**src/rtl/intpol2_d4_fifo_feeder_pkg.sv**
```systemverilog
// ============================================================================
// Package : intpol2_d4_fifo_feeder_pkg
// Brief   : State encoding and sizing constants for the intpol2 D4 FIFO feeder.
// Rev     : 1.0  initial release
// ============================================================================
`default_nettype none

package intpol2_d4_fifo_feeder_pkg;

  localparam logic [1:0] IDLE = 2'd0;
  localparam logic [1:0] RUN  = 2'd1;
  localparam logic [1:0] DONE = 2'd2;

  typedef enum logic [1:0] {
    S_IDLE = IDLE,
    S_RUN  = RUN,
    S_DONE = DONE
  } state_e;

  localparam int SKID_DEPTH = 2;
  localparam int SKID_CNT_W = 2;
  localparam int PAD_LEN    = 3;

endpackage

`default_nettype wire

```
**src/rtl/intpol2_d4_fifo_feeder_skid_buf.sv**
```systemverilog
// ============================================================================
// Module : intpol2_d4_fifo_feeder_skid_buf
// Brief  : 2-entry register FIFO; entry 0 is always the head, zero when empty.
// Rev    : 1.0  initial release
// ============================================================================
`default_nettype none

module intpol2_d4_fifo_feeder_skid_buf
  import intpol2_d4_fifo_feeder_pkg::*;
#(
  parameter int DATA_WIDTH = 32
) (
  input  logic                  clk,
  input  logic                  rst,
  input  logic                  push_i,
  input  logic                  pop_i,
  input  logic [DATA_WIDTH-1:0] data_i,
  output logic [DATA_WIDTH-1:0] head_o,
  output logic [SKID_CNT_W-1:0] cnt_o
);

  logic [DATA_WIDTH-1:0] ent0_q, ent0_d;
  logic [DATA_WIDTH-1:0] ent1_q, ent1_d;
  logic [SKID_CNT_W-1:0] cnt_q, cnt_d;
  logic                  w_pop;
  logic                  w_full;

  assign w_pop  = pop_i & (cnt_q != '0);
  assign w_full = (cnt_q == SKID_CNT_W'(SKID_DEPTH));

  always_comb begin
    ent0_d = ent0_q;
    ent1_d = ent1_q;
    cnt_d  = cnt_q;
    case ({push_i, w_pop})
      2'b01: begin
        // Shifting a cleared tail keeps the head zero once the buffer drains.
        ent0_d = ent1_q;
        ent1_d = '0;
        cnt_d  = cnt_q - 2'd1;
      end
      2'b10: begin
        if (!w_full) begin
          if (cnt_q == '0) ent0_d = data_i;
          else             ent1_d = data_i;
          cnt_d = cnt_q + 2'd1;
        end
      end
      2'b11: begin
        if (cnt_q == 2'd1) begin
          ent0_d = data_i;
        end else begin
          ent0_d = ent1_q;
          ent1_d = data_i;
        end
      end
      default: ;
    endcase
  end

  always_ff @(posedge clk) begin
    if (rst) begin
      ent0_q <= '0;
      ent1_q <= '0;
      cnt_q  <= '0;
    end else begin
      ent0_q <= ent0_d;
      ent1_q <= ent1_d;
      cnt_q  <= cnt_d;
    end
  end

  assign head_o = ent0_q;
  assign cnt_o  = cnt_q;

endmodule

`default_nettype wire

```
**src/rtl/intpol2_d4_fifo_feeder.sv**
```systemverilog
// ============================================================================
// Module : intpol2_d4_fifo_feeder
// Brief  : Reads ilen samples from input memory and pushes them into the
//          interpolator FIFO, throttled by afull/full through a 2-entry skid.
//          Optional zero padding enabled by INTPOL2_D4_FEEDER_PAD_EN.
// Rev    : 1.0  initial release
// ============================================================================
`default_nettype none

module intpol2_d4_fifo_feeder
  import intpol2_d4_fifo_feeder_pkg::*;
#(
  parameter int DATA_WIDTH   = 32,
  parameter int CONFIG_WIDTH = 32,
  parameter int ADDR_WIDTH   = 16
) (
  input  logic                    clk,
  input  logic                    rst,
  input  logic                    clear,
  input  logic                    start,
  input  logic [CONFIG_WIDTH-1:0] ilen,
  output logic                    mem_rd_en,
  output logic [ADDR_WIDTH-1:0]   mem_addr,
  input  logic [DATA_WIDTH-1:0]   mem_rdata,
  input  logic                    fifo_afull,
  input  logic                    fifo_full,
  output logic                    fifo_wr_en,
  output logic [DATA_WIDTH-1:0]   fifo_wdata,
  output logic                    busy,
  output logic                    done
);

  localparam logic [CONFIG_WIDTH-1:0] c_one = {{(CONFIG_WIDTH-1){1'b0}}, 1'b1};

  state_e                  state_q, state_d;
  logic [CONFIG_WIDTH-1:0] len_q, len_d;
  logic [CONFIG_WIDTH-1:0] rd_cnt_q, rd_cnt_d;
  logic [CONFIG_WIDTH-1:0] wr_cnt_q, wr_cnt_d;
  logic                    inflight_q;

  logic                    w_sync_rst;
  logic                    w_run;
  logic                    w_start_ok;
  logic                    w_data_pop;
  logic                    w_pad_push;
  logic                    w_last;
  logic                    w_zero_skip;
  logic                    w_zero_done;
  logic                    w_credit;
  logic [2:0]              w_occ;
  logic [DATA_WIDTH-1:0]   w_skid_head;
  logic [SKID_CNT_W-1:0]   w_skid_cnt;

  assign w_sync_rst = rst | clear;
  assign w_run      = (state_q == S_RUN);
  assign w_start_ok = start & (state_q == S_IDLE) & ~w_zero_done;
  assign w_data_pop = w_run & (w_skid_cnt != '0) & ~fifo_full;

  // A push in the same cycle frees a slot, so sustained rate stays at one sample per cycle.
  assign w_occ    = {1'b0, w_skid_cnt} + {2'b00, inflight_q};
  assign w_credit = (w_occ < (3'(SKID_DEPTH) + {2'b00, w_data_pop}));

  assign mem_rd_en  = w_run & (rd_cnt_q < len_q) & ~fifo_afull & w_credit;
  assign mem_addr   = rd_cnt_q[ADDR_WIDTH-1:0];
  assign fifo_wr_en = w_data_pop | w_pad_push;
  assign fifo_wdata = w_skid_head;
  assign busy       = w_run;
  assign done       = w_last | w_zero_done;

`ifdef INTPOL2_D4_FEEDER_PAD_EN
  logic [1:0] pad_cnt_q, pad_cnt_d;

  // Pads start once every data sample is out; the skid is empty, so the head reads as zero.
  assign w_pad_push  = w_run & (w_skid_cnt == '0) & (wr_cnt_q == len_q)
                     & (pad_cnt_q < 2'(PAD_LEN)) & ~fifo_full;
  assign w_last      = w_pad_push & (pad_cnt_q == 2'(PAD_LEN - 1));
  assign w_zero_skip = 1'b0;
  assign w_zero_done = 1'b0;

  always_comb begin
    pad_cnt_d = pad_cnt_q;
    if (w_start_ok)      pad_cnt_d = '0;
    else if (w_pad_push) pad_cnt_d = pad_cnt_q + 2'd1;
  end

  always_ff @(posedge clk) begin
    if (w_sync_rst) pad_cnt_q <= '0;
    else            pad_cnt_q <= pad_cnt_d;
  end
`else
  logic zero_done_q;

  assign w_pad_push  = 1'b0;
  assign w_last      = w_data_pop & ((wr_cnt_q + c_one) == len_q);
  assign w_zero_skip = (ilen == '0);
  assign w_zero_done = zero_done_q;

  // A zero-length job spends one cycle in DONE, then pulses done.
  always_ff @(posedge clk) begin
    if (w_sync_rst) zero_done_q <= 1'b0;
    else            zero_done_q <= (state_q == S_DONE) & (len_q == '0);
  end
`endif

  always_comb begin
    state_d  = state_q;
    len_d    = len_q;
    rd_cnt_d = rd_cnt_q;
    wr_cnt_d = wr_cnt_q;
    case (state_q)
      S_IDLE: begin
        if (w_start_ok) begin
          len_d    = ilen;
          rd_cnt_d = '0;
          wr_cnt_d = '0;
          state_d  = w_zero_skip ? S_DONE : S_RUN;
        end
      end
      S_RUN: begin
        if (mem_rd_en)  rd_cnt_d = rd_cnt_q + c_one;
        if (w_data_pop) wr_cnt_d = wr_cnt_q + c_one;
        if (w_last)     state_d  = S_DONE;
      end
      S_DONE:  state_d = S_IDLE;
      default: state_d = S_IDLE;
    endcase
  end

  always_ff @(posedge clk) begin
    if (w_sync_rst) begin
      state_q    <= S_IDLE;
      len_q      <= '0;
      rd_cnt_q   <= '0;
      wr_cnt_q   <= '0;
      inflight_q <= 1'b0;
    end else begin
      state_q    <= state_d;
      len_q      <= len_d;
      rd_cnt_q   <= rd_cnt_d;
      wr_cnt_q   <= wr_cnt_d;
      inflight_q <= mem_rd_en;
    end
  end

  intpol2_d4_fifo_feeder_skid_buf #(
    .DATA_WIDTH (DATA_WIDTH)
  ) u_skid (
    .clk    (clk),
    .rst    (w_sync_rst),
    .push_i (inflight_q),
    .pop_i  (w_data_pop),
    .data_i (mem_rdata),
    .head_o (w_skid_head),
    .cnt_o  (w_skid_cnt)
  );

endmodule

`default_nettype wire

```
**config.mk**
```make
export PLATFORM = sky130hd
export DESIGN_NAME = intpol2_d4_fifo_feeder
export DESIGN_NICKNAME = d
export VERILOG_FILES = /design/src/rtl/intpol2_d4_fifo_feeder_pkg.sv /design/src/rtl/intpol2_d4_fifo_feeder_skid_buf.sv /design/src/rtl/intpol2_d4_fifo_feeder.sv
export SDC_FILE = /design/constraint.sdc
export NUM_CORES = 1
export LEC_CHECK = 0
export ABC_CLOCK_PERIOD_IN_PS = 3500
export BUFFER_PORTS_ARGS = -buffer_cell sky130_fd_sc_hd__buf_2
export CAP_MARGIN = 20
export CORE_MARGIN = 4
export CORE_UTILIZATION = 53
export DETAILED_ROUTE_END_ITERATION = 10
export GPL_TIMING_DRIVEN = 0
export PLACE_DENSITY = 0.77
export SLEW_MARGIN = 30
export SYNTH_ARGS = -nofsm -noshare
export SYNTH_HDL_FRONTEND = slang
export SYNTH_SLANG_ARGS = --single-unit
```
**constraint.sdc**
```tcl
create_clock -name clk -period 3.5 [get_ports clk]
set_clock_uncertainty 0.15 [all_clocks]
set_input_delay 0 -clock clk [delete_from_list [all_inputs] [get_ports clk]]
set_output_delay 0 -clock clk [all_outputs]
set_load 0.01 [all_outputs]
```
==> flow_metrics.py <==
metrics = {
    "status": {
        "outcome": "finished, violations left",
        "violations": "negative setup slack",
    },
    "clock_tree": {
        "clock_sinks": 166,
        "cts_max_path_buffers": 2,
        "clockRootBuffer": "clkbuf_16",
        "tritoncts": "yes",
        "h-tree-depth": 4,
        "clock_latency_ns": 0.44,
        "numCtsBuffers": 17,
        "cts.reportedPaths.clkPinSlew_ns": 0.08,
    },
    "yosys": {
        "syn-instance-count": 1230,
        "yosysWarnings": 0,
        "synthTopCellsByArea": "dfxtp_1 (36%), nand2_1 (6.8%), a21oi_1 (6.5%), ha_1 (5.1%), nor2_1 (4.7%)",
        "seq_area_frac_synth_pct": 35.6,
        "synth.most_common_cell": "nand2_1",
        "synth-simple-area-share_pct": 26.3,
        "synth-edff-count": 0,
        "yosysTopAreaCellShare_pct": 35.6,
        "ys_async_sr_fraction_pct": 0,
        "syn_area_um2": 9340,
        "synth_area_leader_cell": "dfxtp_1",
        "syn_avg_cell_area_um2": 7.59,
        "synth_compound_area_share_pct": 18.4,
        "yosys-mux-area-fraction_pct": 3.65,
        "ys_ff_latch": 166,
        "ys_types": 63,
        "synthAdderAreaFrac_pct": 5.09,
        "yosys-top-cells-count": "nand2_1 (169), dfxtp_1 (166), a21oi_1 (122), nor2_1 (118)",
        "synthFlopType": "dfxtp_1",
        "synth-xor-area-share_pct": 4.69,
        "synth_top_family_by_area": "simple AND/OR/NAND/NOR gates",
        "postSynthNetCount": 1338,
    },
    "drt": {
        "drc": 0,
        "num_vias": 10100,
        "wl_per_cell_um": 18.7,
        "first_pass_iters": 8,
        "ant_nets": 0,
        "drtIter0Drc": 987,
        "viasPerCell": 6.02,
        "wl_um": 31400,
    },
    "placement": {
        "post-place-ws_ns": -0.634,
        "gp_congestion": 0.934,
        "hpwl_um": 22000,
        "portBuffers": 121,
    },
    "setup_path": {
        "critPathMaxFanout": 8,
        "cp.arrival_ns": 3.65,
        "end_kind": "flip-flop",
        "crit_type": "flip-flop to flip-flop",
        "startpoint_type": "flip-flop",
        "crit_required_ns": 3.62,
    },
    "finish": {
        "fill_cells": 1436,
        "fin_nets": 1553,
        "drive_gt1_share_pct": 16.3,
        "syn2layout_area_growth_pct": 26.4,
        "diodes": 0,
    },
    "power_and_ir_drop": {
        "sw_frac_of_total_pct": 26.0,
        "leakage_uw": 0.00470,
        "share_comb_of_total_power_pct": 9.1,
        "p_sw_uw": 1100,
        "p_int_uw": 3130,
        "p_clk_share_pct": 45.5,
        "ir_worst_vdd_v": 0.000367,
        "pwr-share-seq_pct": 45.4,
        "cellPowerDensity_nw_per_um2": 359,
    },
    "die": {
        "fp-row-count": 48,
        "initial_core_util_pct": 54.0,
        "ioPinCount": 122,
        "dieHeight_um": 141,
        "core_um2": 17300,
        "die_x_um": 141,
        "dieArea_um2": 19800,
    },
    "sta": {
        "slew_violations": 0,
        "worst_pin_slew_ns": 0.977,
        "finalHoldViolations": 0,
        "grt_setup_unrepaired": "yes",
        "period_minus_slack_ns": 3.52,
        "relSlewSlack_pct": 34.6,
        "finalCritPeriodShare_pct": 101,
        "fin_ws_ns": -0.0235,
        "fmax_mhz": 284,
        "tns_ns": -0.0428,
        "finalSetupViolations": 2,
    },
    "grt": {
        "overflow": 0,
        "grt_antenna_before_repair": 1,
        "grt_max_degree": 17,
        "first_global_vias": 9797,
        "track_usage_pct": 31.2,
        "grt_pass1_wl_um": 50200,
    },
    "flow_run": {
        "max-cap-violations": 0,
    },
    "worst_hold_path": {
        "worstHoldPathType": "input port to flip-flop",
    },
}
## kinds of logic after synthesis
family                     count (synthesis)
DFF                                      166
and+or+nand+nor                          519
AOI/OAI and AO/OA                        286
buffers and inverters                    137
xor gates and xnor gates                  50
muxes                                     34
adders and majority gates                 38
## placed cells by master (no fill, tap or decap), types with 4 or more instances in the layout
cell type	instances
nand2_1	168
dfxtp_1	157
buf_2	125
a21oi_1	121
nor2_1	116
nand3_1	74
dlygate4sd3_1	67
clkbuf_1	61
o21ai_0	60
inv_1	40
a211oi_1	39
ha_1	36
mux2i_1	34
nand4_1	33
buf_4	33
xnor2_1	32
nor3_1	26
nor4_1	21
and3_1	17
xor2_1	17
clkbuf_16	17
a31oi_1	13
o31ai_1	10
and2_1	8
a21o_1	7
or3_1	7
nor2b_1	6
dfxtp_2	6
and4_1	5
o41ai_1	5
inv_6	5
clkbuf_2	4
## critical path, stage by stage, from the launching register on
cell and delay, ns:
dfxtp_1 0.30, buf_2 0.17, and4_4 0.27, nand2_2 0.12
nor4_2 0.47, xnor2_1 0.17, or4_1 0.52, or4b_1 0.47
or4_4 0.51, nor4_4 0.14, a211oi_1 0.07
## per-layer routing
metal | part of all wire [%] | track usage, %
met1 | 40 | 39.0
met2 | 48 | 53.3
met5 | 0 | 0
met4 | 3.1 | 12.1
met3 | 9.1 | 6.11
## power groups by stage
stage                     Combinational (uW)  Clock, uW  Sequential (uW)
final                                    385       1930             1920
after CTS                                368       1940             1920
after global routing                     415       2020             1920
after global placement                   291          0             1970
after detailed placement                 296          0             1970
after floorplan                          166          0             1960
## timing repair
| action | in CTS | in global routing |
|---|---|---|
| buffers inserted | 13 | 1 |
| gates resized for setup | 30 | 29 |
| endpoints found under the hold margin | 100 | 0 |
| pin swaps | 14 | 3 |
| hold buffers | 67 | 0 |
| endpoints found under the setup margin | 33 | 23 |
## flip-flops by register name, summed over array words and instances, names as in the netlist
register       count
len_q             32
rd_cnt_q          32
u_skid.ent1_q     32
u_skid.head_o     32
wr_cnt_q          32
state_q            2
u_skid.cnt_o       2
inflight_q         1
w_zero_done        1
## stage by stage
| stage | total power, uW | hold WS [ns] | utilization [%] | area (um^2) | cells |
|---|---|---|---|---|---|
| final | 4230 | 0.148 | 68.2 | 11800 | 1682 |
| after global routing | 4360 | 0.155 | 68.2 | 11800 | 1682 |
| after CTS | 4230 | 0.102 | 67.8 | 11700 | 1685 |
| after detailed placement | 2260 | 0.113 | 59.4 | 10300 | 1578 |
| after global placement | 2260 | 0.109 | 59.2 | 10200 | 1576 |
| after floorplan | 2130 | -0.0140 | - | 9360 | 1230 |
## layout make-up
cell class / count / area [um^2] / share of cell area, %
multi-input combinational: 927 / 5630 / 47.7
clock inverter: 13 / 160 / 1.36
tap: 225 / 282 / 2.39
sequential: 166 / 3340 / 28.3
timing repair buffer: 204 / 1390 / 11.8
buffer: 86 / 402 / 3.40
inverter: 43 / 164 / 1.39
clock buffer: 18 / 429 / 3.64
## worst paths after layout
path              depth (start not counted)               from  slack [ns]                end
setup reg to reg                         10        wr_cnt_q[4]       -0.02         state_q[0]
hold / removal                            7         fifo_afull        0.15       rd_cnt_q[23]
setup / recovery                         10        wr_cnt_q[4]       -0.02         state_q[0]
hold reg to reg                           2  u_skid.ent1_q[28]        0.30  u_skid.ent1_q[28]
Note: power is estimated with default switching activity, not from simulation.
